## config.mk

```make
export PLATFORM = sky130hd
export DESIGN_NAME = fanout_broadcast
export DESIGN_NICKNAME = d
export VERILOG_FILES = /design/src/rtl/fanout_broadcast.sv
export SDC_FILE = /design/constraint.sdc
export NUM_CORES = 1
export LEC_CHECK = 0
export ABC_AREA = 1
export CAP_MARGIN = 10
export CELL_PAD_IN_SITES_DETAIL_PLACEMENT = 0
export CELL_PAD_IN_SITES_GLOBAL_PLACEMENT = 1
export CORE_MARGIN = 4
export CORE_UTILIZATION = 30
export CTS_BUF_LIST = sky130_fd_sc_hd__clkbuf_4 sky130_fd_sc_hd__clkbuf_8
export CTS_CLUSTER_DIAMETER = 80
export CTS_CLUSTER_SIZE = 25
export DETAILED_ROUTE_END_ITERATION = 8
export PLACE_DENSITY = 0.91
export SLEW_MARGIN = 30
export SYNTH_ARGS = -nofsm -noshare
export SYNTH_HDL_FRONTEND = slang
export SYNTH_SLANG_ARGS = --single-unit
```

## constraint.sdc

```tcl
create_clock -name clk -period 3.97 [get_ports clk]
set_clock_uncertainty 0.2 [all_clocks]
set_input_delay 0.5955 -clock clk [delete_from_list [all_inputs] [get_ports clk]]
set_output_delay 0.5955 -clock clk [all_outputs]
set_load 0.01 [all_outputs]
```

## src/rtl/fanout_broadcast.sv

```systemverilog
// Registered eager fork: holds one upstream token and offers it to every
// routed, enabled branch; each branch handshakes independently and the slot
// frees (or is refilled the same cycle) once all owed branches have taken it.

// Per-branch valid/owed logic for the held token.
module fanout_branch (
  input  logic full,
  input  logic pend,
  input  logic en,
  input  logic ready,
  output logic valid,
  output logic left
);
  // A disabled branch stops being owed at once; a taken branch is cleared.
  always_comb begin
    valid = full & pend & en;
    left  = pend & en & ~(valid & ready);
  end
endmodule

module fanout_broadcast #(
  parameter int NUM_OUT    = 7,
  parameter int DATA_WIDTH = 17
) (
  input  logic                  clk,
  input  logic                  rst_n,
  input  logic                  flush,
  input  logic [NUM_OUT-1:0]    en,
  input  logic [DATA_WIDTH-1:0] in_data,
  input  logic [NUM_OUT-1:0]    in_route,
  input  logic                  in_valid,
  output logic                  in_ready,
  output logic [DATA_WIDTH-1:0] out_data,
  output logic [NUM_OUT-1:0]    out_valid,
  input  logic [NUM_OUT-1:0]    out_ready
);

  logic                  full;
  logic [DATA_WIDTH-1:0] data_q;
  logic [NUM_OUT-1:0]    pend;
  logic [NUM_OUT-1:0]    left;
  logic [NUM_OUT-1:0]    m;
  logic                  drain;
  logic                  cap;

  genvar gi;
  generate
    for (gi = 0; gi < NUM_OUT; gi++) begin : g_br
      fanout_branch u_br (
        .full  (full),
        .pend  (pend[gi]),
        .en    (en[gi]),
        .ready (out_ready[gi]),
        .valid (out_valid[gi]),
        .left  (left[gi])
      );
    end
  endgenerate

  // Slot frees this cycle when nobody is still owed; refill with no bubble.
  // in_ready is held low during reset and during a flush cycle.
  always_comb begin
    drain    = full & ~(|left);
    in_ready = rst_n & ~flush & (~full | drain);
    cap      = in_valid & in_ready;
    m        = in_route & en;
    out_data = data_q;
  end

  // Token slot: flush beats capture; a token routed nowhere is swallowed.
  always_ff @(posedge clk or negedge rst_n) begin
    if (!rst_n) begin
      full   <= 1'b0;
      pend   <= '0;
      data_q <= '0;
    end else if (flush) begin
      full <= 1'b0;
      pend <= '0;
    end else if (cap) begin
      data_q <= in_data;
      full   <= |m;
      pend   <= m;
    end else if (drain) begin
      full <= 1'b0;
      pend <= '0;
    end else begin
      pend <= left;
    end
  end

endmodule

```

# Word level (Yosys, flattened, before mapping)
# Cells that the tools add are included.
# classes
n_mux,6
bitwise_logic,51
reduce_logical,4
# ops
op,count
1-bit bitwise AND,39
7-bit two-way mux,3
7-bit OR reduction,2
1-bit NOT,10
7-bit bitwise AND,1
1-bit two-way mux,3
3-bit nonzero test,1
2-bit AND reduction,1
1-bit bitwise OR,1
# totals
reg_bits,25
in_bits,42

# Longest topological paths before layout
# Gate-level depths: netlist of the first run.
# logic_depth
ltp_word,13
mapped_depth,12

# By module
# Synthesis of the first run repeated with hierarchy kept, for this count alone.
# hier_totals
cells_unflattened,192
area_unflattened_um2,1370.1
# modules_own_cells
module,n_inst,cells_each,area_each_um2,seq_area_each_um2
fanout_broadcast,1,150,1212.4,625.6
fanout_branch,7,6,22.5,0.0

# Worst setup path before layout of the first run
# No wires, ideal clock.
# synth_path
path_type,input to output
startpoint,input en[2]
endpoint,output in_ready
arrival_time_ps,1296
slack_ps,1878
cell_stages,9
path_buffers,0
cell_sequence,nand2_1 > inv_1 > nand2_1 > nand2_1 > nor2_1 > nand2_1 > nand2_4 > nand2_1 > nor2_1
# synth_via
elab_chain_len,9
word_cells_on_any_way,10
# synth_lines
element,line,source
start: declaration,28,"input logic [NUM_OUT-1:0] en,"
1-bit bitwise AND,16,valid = full & pend & en;
1-bit bitwise AND,17,left = pend & en & ~(valid & ready);
1-bit NOT,17,
1-bit bitwise AND *,17,
7-bit OR reduction *,63,drain = full & ~(|left);
1-bit NOT *,63,
1-bit bitwise AND *,63,
1-bit bitwise OR *,64,in_ready = rst_n & ~flush & (~full | drain);
1-bit bitwise AND *,64,
end: declaration,32,"output logic in_ready,"
# Mark *: on every way between the ends. The rest lies on a longest branch, timed or not.

# Worst setup path after layout of the first run
# Same ends and word-level chain as after synthesis.

==> results.json, run 1 <==
{
  "worstHoldStart": "out_data[12]",
  "endpoint_kind": "primary output",
  "avgRoutedWirePerCell_um": 11.15,
  "cts_root_buf": "clkbuf_8",
  "clock-sinks": 25,
  "clk_transition_reported_paths_ns": 0.09,
  "r2r_end": "out_data[15]",
  "clk_path_buf_depth": 2,
  "rsz0062_at_grt": "false",
  "place_ws_ns": 0.8547,
  "place_hpwl_um": 2429,
  "worstSetupPathType": "primary input to primary output",
  "die_h_um": 74.49,
  "tritoncts": "built",
  "syn_inst": 178,
  "cp.required_ns": 3.17,
  "final_cell_area_sq_mm": 0.002009,
  "cts_max_level": 1,
  "cts_resized": 0,
  "relSlewSlack_pct": 60.66,
  "worstPathMaxFanout": 10,
  "placed_area_sq_mm": 0.001961,
  "hold_violations": 0,
  "cp.arrival_ns": 2.32,
  "area_growth_pct": 51.51,
  "io_buffers": 66,
  "fin_crit_sh_pct": 78.40,
  "globalRouteOverflowTotal": 0,
  "antenna_found_initial": 0,
  "synth_fp_nets": 220,
  "die-area_sq_mm": 0.005549,
  "setup_ws_ns": 0.8576,
  "fmax_ghz": 0.3213,
  "pin_count": 67,
  "vias_per_cell": 4.322,
  "yosys_warnings": 0,
  "status": "finished, final reports clean",
  "ys_seq_elements": 25,
  "die_w_um": 74.49,
  "slew_viol_final": 0,
  "start_util_pct": 32.00,
  "rows": 23,
  "drt-met1-wl_um": 1438,
  "r2r_start": "full",
  "grt_use_total_pct": 12.62,
  "post-cts-setup-buffers": 0,
  "drt_iter0_drc": 69,
  "grt_pass1_wl_um": 5457,
  "synth_cell_types": 17,
  "n_antenna_cell": 0,
  "clk_latency_ns": 0.27,
  "cts_buffers": 3,
  "final.fill_count": 419,
  "r2r_cells": 8,
  "worst_pin_slew_ns": 0.5879,
  "firstDrtPassIters": 4,
  "regToRegSetupSlack_ns": 1.87,
  "max_cap_viol_count": 0,
  "wl_met2_um": 1341,
  "place.gp.congestion": 0.7623,
  "grt_max_degree": 43,
  "vias": 1236,
  "postRouteAntennaNets": 0,
  "syn_area_sq_mm": 0.001326,
  "startpoint_type": "primary input",
  "first_global_vias": 1213,
  "seq_area_frac_synth_pct": 47.17,
  "drc_errors": 0,
  "drive_gt1_share_pct": 3.390,
  "setup_tns_ns": 0,
  "finalSetupViolCount": 0,
  "cts.hold.buffers_added": 0,
  "power_leakage_uw": 0.0009771,
  "peakVddDrop_v": 0.0001638,
  "coreArea_sq_mm": 0.004144,
  "wl_met3_um": 383,
  "min_path_cells": 2,
  "finalCriticalPeriod_ns": 3.112,
  "top_layer": "met4",
  "syn_area_per_cell_sq_um": 7.451,
  "worstHoldEndpoint": "out_data[12]",
  "pwr_density_cell_mw_per_mm2": 320.9,
  "drt-total-wl_um": 3190,
  "nNetsFinal": 279,
  "hold_slack_ns": 0.2930,
  "hold_class": "flip-flop to flip-flop"
}
layer usage:
layer / vias up / GRT usage (%)
met2: 50 / 20.20
met4: 0 / 3.557
li1: 654 / -
met3: 2 / 4.459
met1: 530 / 16.15
met5: - / 0
registers in the layout (all words and copies together), names as in the netlist:
register	count
out_data	17
full	1
pend	7
cells in the final DEF, fill, tap and decap left out, types with 3 or more instances in the layout:
cell,n
o21ai_0,8
nand3_1,5
clkdlybuf4s50_1,66
nand4_1,8
nor2_1,19
clkbuf_8,3
inv_1,29
dfrtp_1,25
nand2_1,57
o21ai_1,9
stage by stage:
| stage | power (uW) | util (%) | cells |
|---|---|---|---|
| after floorplan | 376.9 | - | 178 |
| after global placement | 493.6 | 47.31 | 282 |
| after detailed placement | 495.0 | 47.31 | 282 |
| after CTS | 655.9 | 48.49 | 286 |
| after global routing | 689.2 | 48.49 | 286 |
| final | 644.9 | 48.49 | 286 |
critical path, stage by stage:
cell and delay, ns:
clkdlybuf4s50_1 0.42, nand2_1 0.09, inv_1 0.04, nand2_1 0.07, nand2_1 0.05, nor2_1 0.11, nand2_1 0.09, nand2_4 0.13
nand2_1 0.06, nor2_1 0.11, clkdlybuf4s50_1 0.56
report_power, final:
| group | total [uW] | internal (uW) | switching, uW |
|---|---|---|---|
| clock | 157 | 71.2 | 85.4 |
| combinational | 183 | 108 | 74.8 |
| sequential | 305 | 287 | 18.4 |
final cells by class:
class	count	area [sq um]	area share [%]
inverters	29	108.9	5.417
flip-flops and latches	25	625.6	31.13
multi-input cells	111	495.5	24.66
well taps	50	62.56	3.113
clock buffers	3	41.29	2.055
clock inverters	1	7.507	0.3736
repair buffers	67	668.1	33.25
logic make-up after synthesis:
kind of cell           Yosys count  share of synthesized area, %
and+or+nand+nor                 92                         30.09
buffers and inverters           42                         15.47
DFF                             25                         47.17
AOI/OAI and AO/OA               19                         7.264
cell usage after synthesis:
| cell type | count | area share, % |
|---|---|---|
| nor2_1 | 19 | 5.4 |
| nand3_4 | 1 | 1.3 |
| dfrtp_1 | 25 | 47 |
| buf_6 | 2 | 1.7 |
| a21oi_1 | 1 | 0.38 |
| buf_4 | 8 | 4.5 |
| nand4_1 | 8 | 3.8 |
| nand3_1 | 5 | 1.9 |
| buf_1 | 1 | 0.28 |
| o22ai_1 | 1 | 0.47 |
| nand2_1 | 57 | 16 |
| buf_2 | 2 | 0.75 |
| nand2_4 | 1 | 0.85 |
| nand3_2 | 1 | 0.75 |
| o21ai_1 | 9 | 3.4 |
| o21ai_0 | 8 | 3.0 |
| inv_1 | 29 | 8.2 |
how the worst max path moves through the flow:
stage / startpoint / end / slack, ns / cells past startpoint
3_3_place_gp: en[2] / in_ready / 0.84 / 11
3_5_place_dp: en[2] / in_ready / 0.85 / 11
4_1_cts: en[2] / in_ready / 0.83 / 11
5_1_grt: en[2] / in_ready / 0.65 / 11
6_report: en[2] / in_ready / 0.86 / 11
2_1_floorplan: en[2] / in_ready / 1.88 / 9
Power figures use the tool's default switching activity.
==> run 2: changes to the inputs <==
Settings changed: CORE_UTILIZATION 30 to 28, PLACE_DENSITY 0.91 to 0.86.
Clock period 3.97 ns to 3 ns, I/O delays scaled along.
==> results.json, run 2 (synthesis results as in run 1) <==
{
  "status": "finished, final reports clean",
  "die-area_sq_mm": 0.005902,
  "peakVddDrop_v": 0.0002145,
  "nNetsFinal": 281,
  "hold_violations": 0,
  "slew_viol_final": 0,
  "place.gp.congestion": 0.7592,
  "postRouteAntennaNets": 0,
  "avgRoutedWirePerCell_um": 11.87,
  "drt_iter0_drc": 52,
  "worst_pin_slew_ns": 0.4397,
  "pwr_density_cell_mw_per_mm2": 424.0,
  "cp.arrival_ns": 2.09,
  "die_w_um": 76.83,
  "seqPwrFrac_pct": 47.2,
  "vias": 1240,
  "p_sw_uw": 231.3,
  "io_buffers": 66,
  "cts_root_buf": "clkbuf_8",
  "tritoncts": "built",
  "fin_crit_sh_pct": 91.49,
  "relSlewSlack_pct": 70.69,
  "grt_max_degree": 43,
  "pin_count": 67,
  "cts_resized": 0,
  "globalRouteOverflowTotal": 0,
  "post-cts-setup-buffers": 0,
  "clk_transition_reported_paths_ns": 0.09,
  "power_frac_clock_pct": 24.2,
  "final_util_pct": 45.30,
  "finalSetupViolCount": 0,
  "place_ws_ns": 0.2429,
  "layout_common_cells": "clkdlybuf4s50_1 (66), nand2_1 (57), inv_1 (29)",
  "hold_slack_ns": 0.2925,
  "first_global_vias": 1258,
  "intPower_uw": 628.2,
  "layout_commonest_cell": "clkdlybuf4s50_1",
  "start_util_pct": 29.64,
  "cp.required_ns": 2.35,
  "firstDrtPassIters": 4,
  "power_leakage_uw": 0.0009909,
  "setup_tns_ns": 0,
  "largest_reg_flops": 17,
  "clk_path_buf_depth": 2,
  "cts_max_level": 1,
  "clock-sinks": 25,
  "n_antenna_cell": 0,
  "switching_share_pct": 26.92,
  "area_growth_pct": 52.83,
  "rows": 24,
  "clk_latency_ns": 0.26,
  "rsz0062_at_grt": "false",
  "drive_gt1_share_pct": 4.202,
  "die_h_um": 76.83,
  "antenna_found_initial": 0,
  "final.fill_count": 458,
  "startpoint_type": "primary input",
  "finalCriticalPeriod_ns": 2.745,
  "worstPathMaxFanout": 2,
  "setup_ws_ns": 0.2553,
  "grt_use_total_pct": 11.47,
  "endpoint_kind": "primary output",
  "power_uw": 859.5,
  "cts.hold.buffers_added": 0,
  "coreArea_sq_mm": 0.004474,
  "vias_per_cell": 4.276,
  "worstSetupPathType": "primary input to primary output",
  "cts_buffers": 3,
  "place_hpwl_um": 2543,
  "fmax_ghz": 0.3643,
  "grt_pass1_wl_um": 5540,
  "max_cap_viol_count": 0,
  "drt-total-wl_um": 3442,
  "hold_class": "flip-flop to flip-flop",
  "drc_errors": 0,
  "power_frac_comb_pct": 28.5
}
==> run 2: cell types whose count changed in the layout (fill, tap and decap cells not counted) <==
cell	change
buf_4	+2
clkbuf_4	+1
clkinvlp_4	-1
==> run 2: cell type report <==
class / instances / area [sq um] / area share [%]
multi-input cells: 111 / 495.5 / 24.44
clock buffers: 4 / 48.80 / 2.407
inverters: 29 / 108.9 / 5.370
flip-flops and latches: 25 / 625.6 / 30.86
repair buffers: 69 / 683.2 / 33.70
well taps: 52 / 65.06 / 3.210
==> run 2: power groups by stage <==
stage / sequential (uW) / combinational, uW / clock, uW
2_1_floorplan: 426 / 72.4 / 0
3_3_place_gp: 410 / 246 / 0
3_5_place_dp: 411 / 249 / 0
4_1_cts: 406 / 250 / 221
5_1_grt: 411 / 270 / 231
6_report: 406 / 245 / 208
==> run 2: worst paths after layout <==
path	startpoint	to	slack, ns	depth (start not counted)
hold reg to reg	out_data[14]	out_data[14]	0.29	2
setup reg to reg	full	out_data[16]	0.78	9
setup / recovery	en[2]	in_ready	0.26	11
hold / removal	out_data[14]	out_data[14]	0.29	2
min in group asynchronous	rst_n	out_data[5]	0.40	2
max in group asynchronous	rst_n	out_data[14]	1.95	2
==> run 2: worst max-delay path, cell delays in order <==
cell and delay [ns]:
clkdlybuf4s50_1 0.42, nand2_1 0.09, inv_1 0.04, nand2_1 0.07, nand2_1 0.07, nor2_1 0.10, nand2_1 0.09, nand2_4 0.07
nand2_1 0.05, nor2_1 0.08, clkdlybuf4s50_1 0.57
==> run 2: metrics by stage <==
stage	cell area, sq um	instances
2_1_floorplan	1326	178
3_3_place_gp	1978	286
3_5_place_dp	1978	286
4_1_cts	2027	290
5_1_grt	2027	290
6_report	2027	290
==> run 2: layer usage <==
metal / part of all wire, % / global-route usage (%)
met1: 45 / 13.64
met5: 0 / 0
met2: 45 / 18.82
met4: 0.38 / 3.261
met3: 10 / 4.918
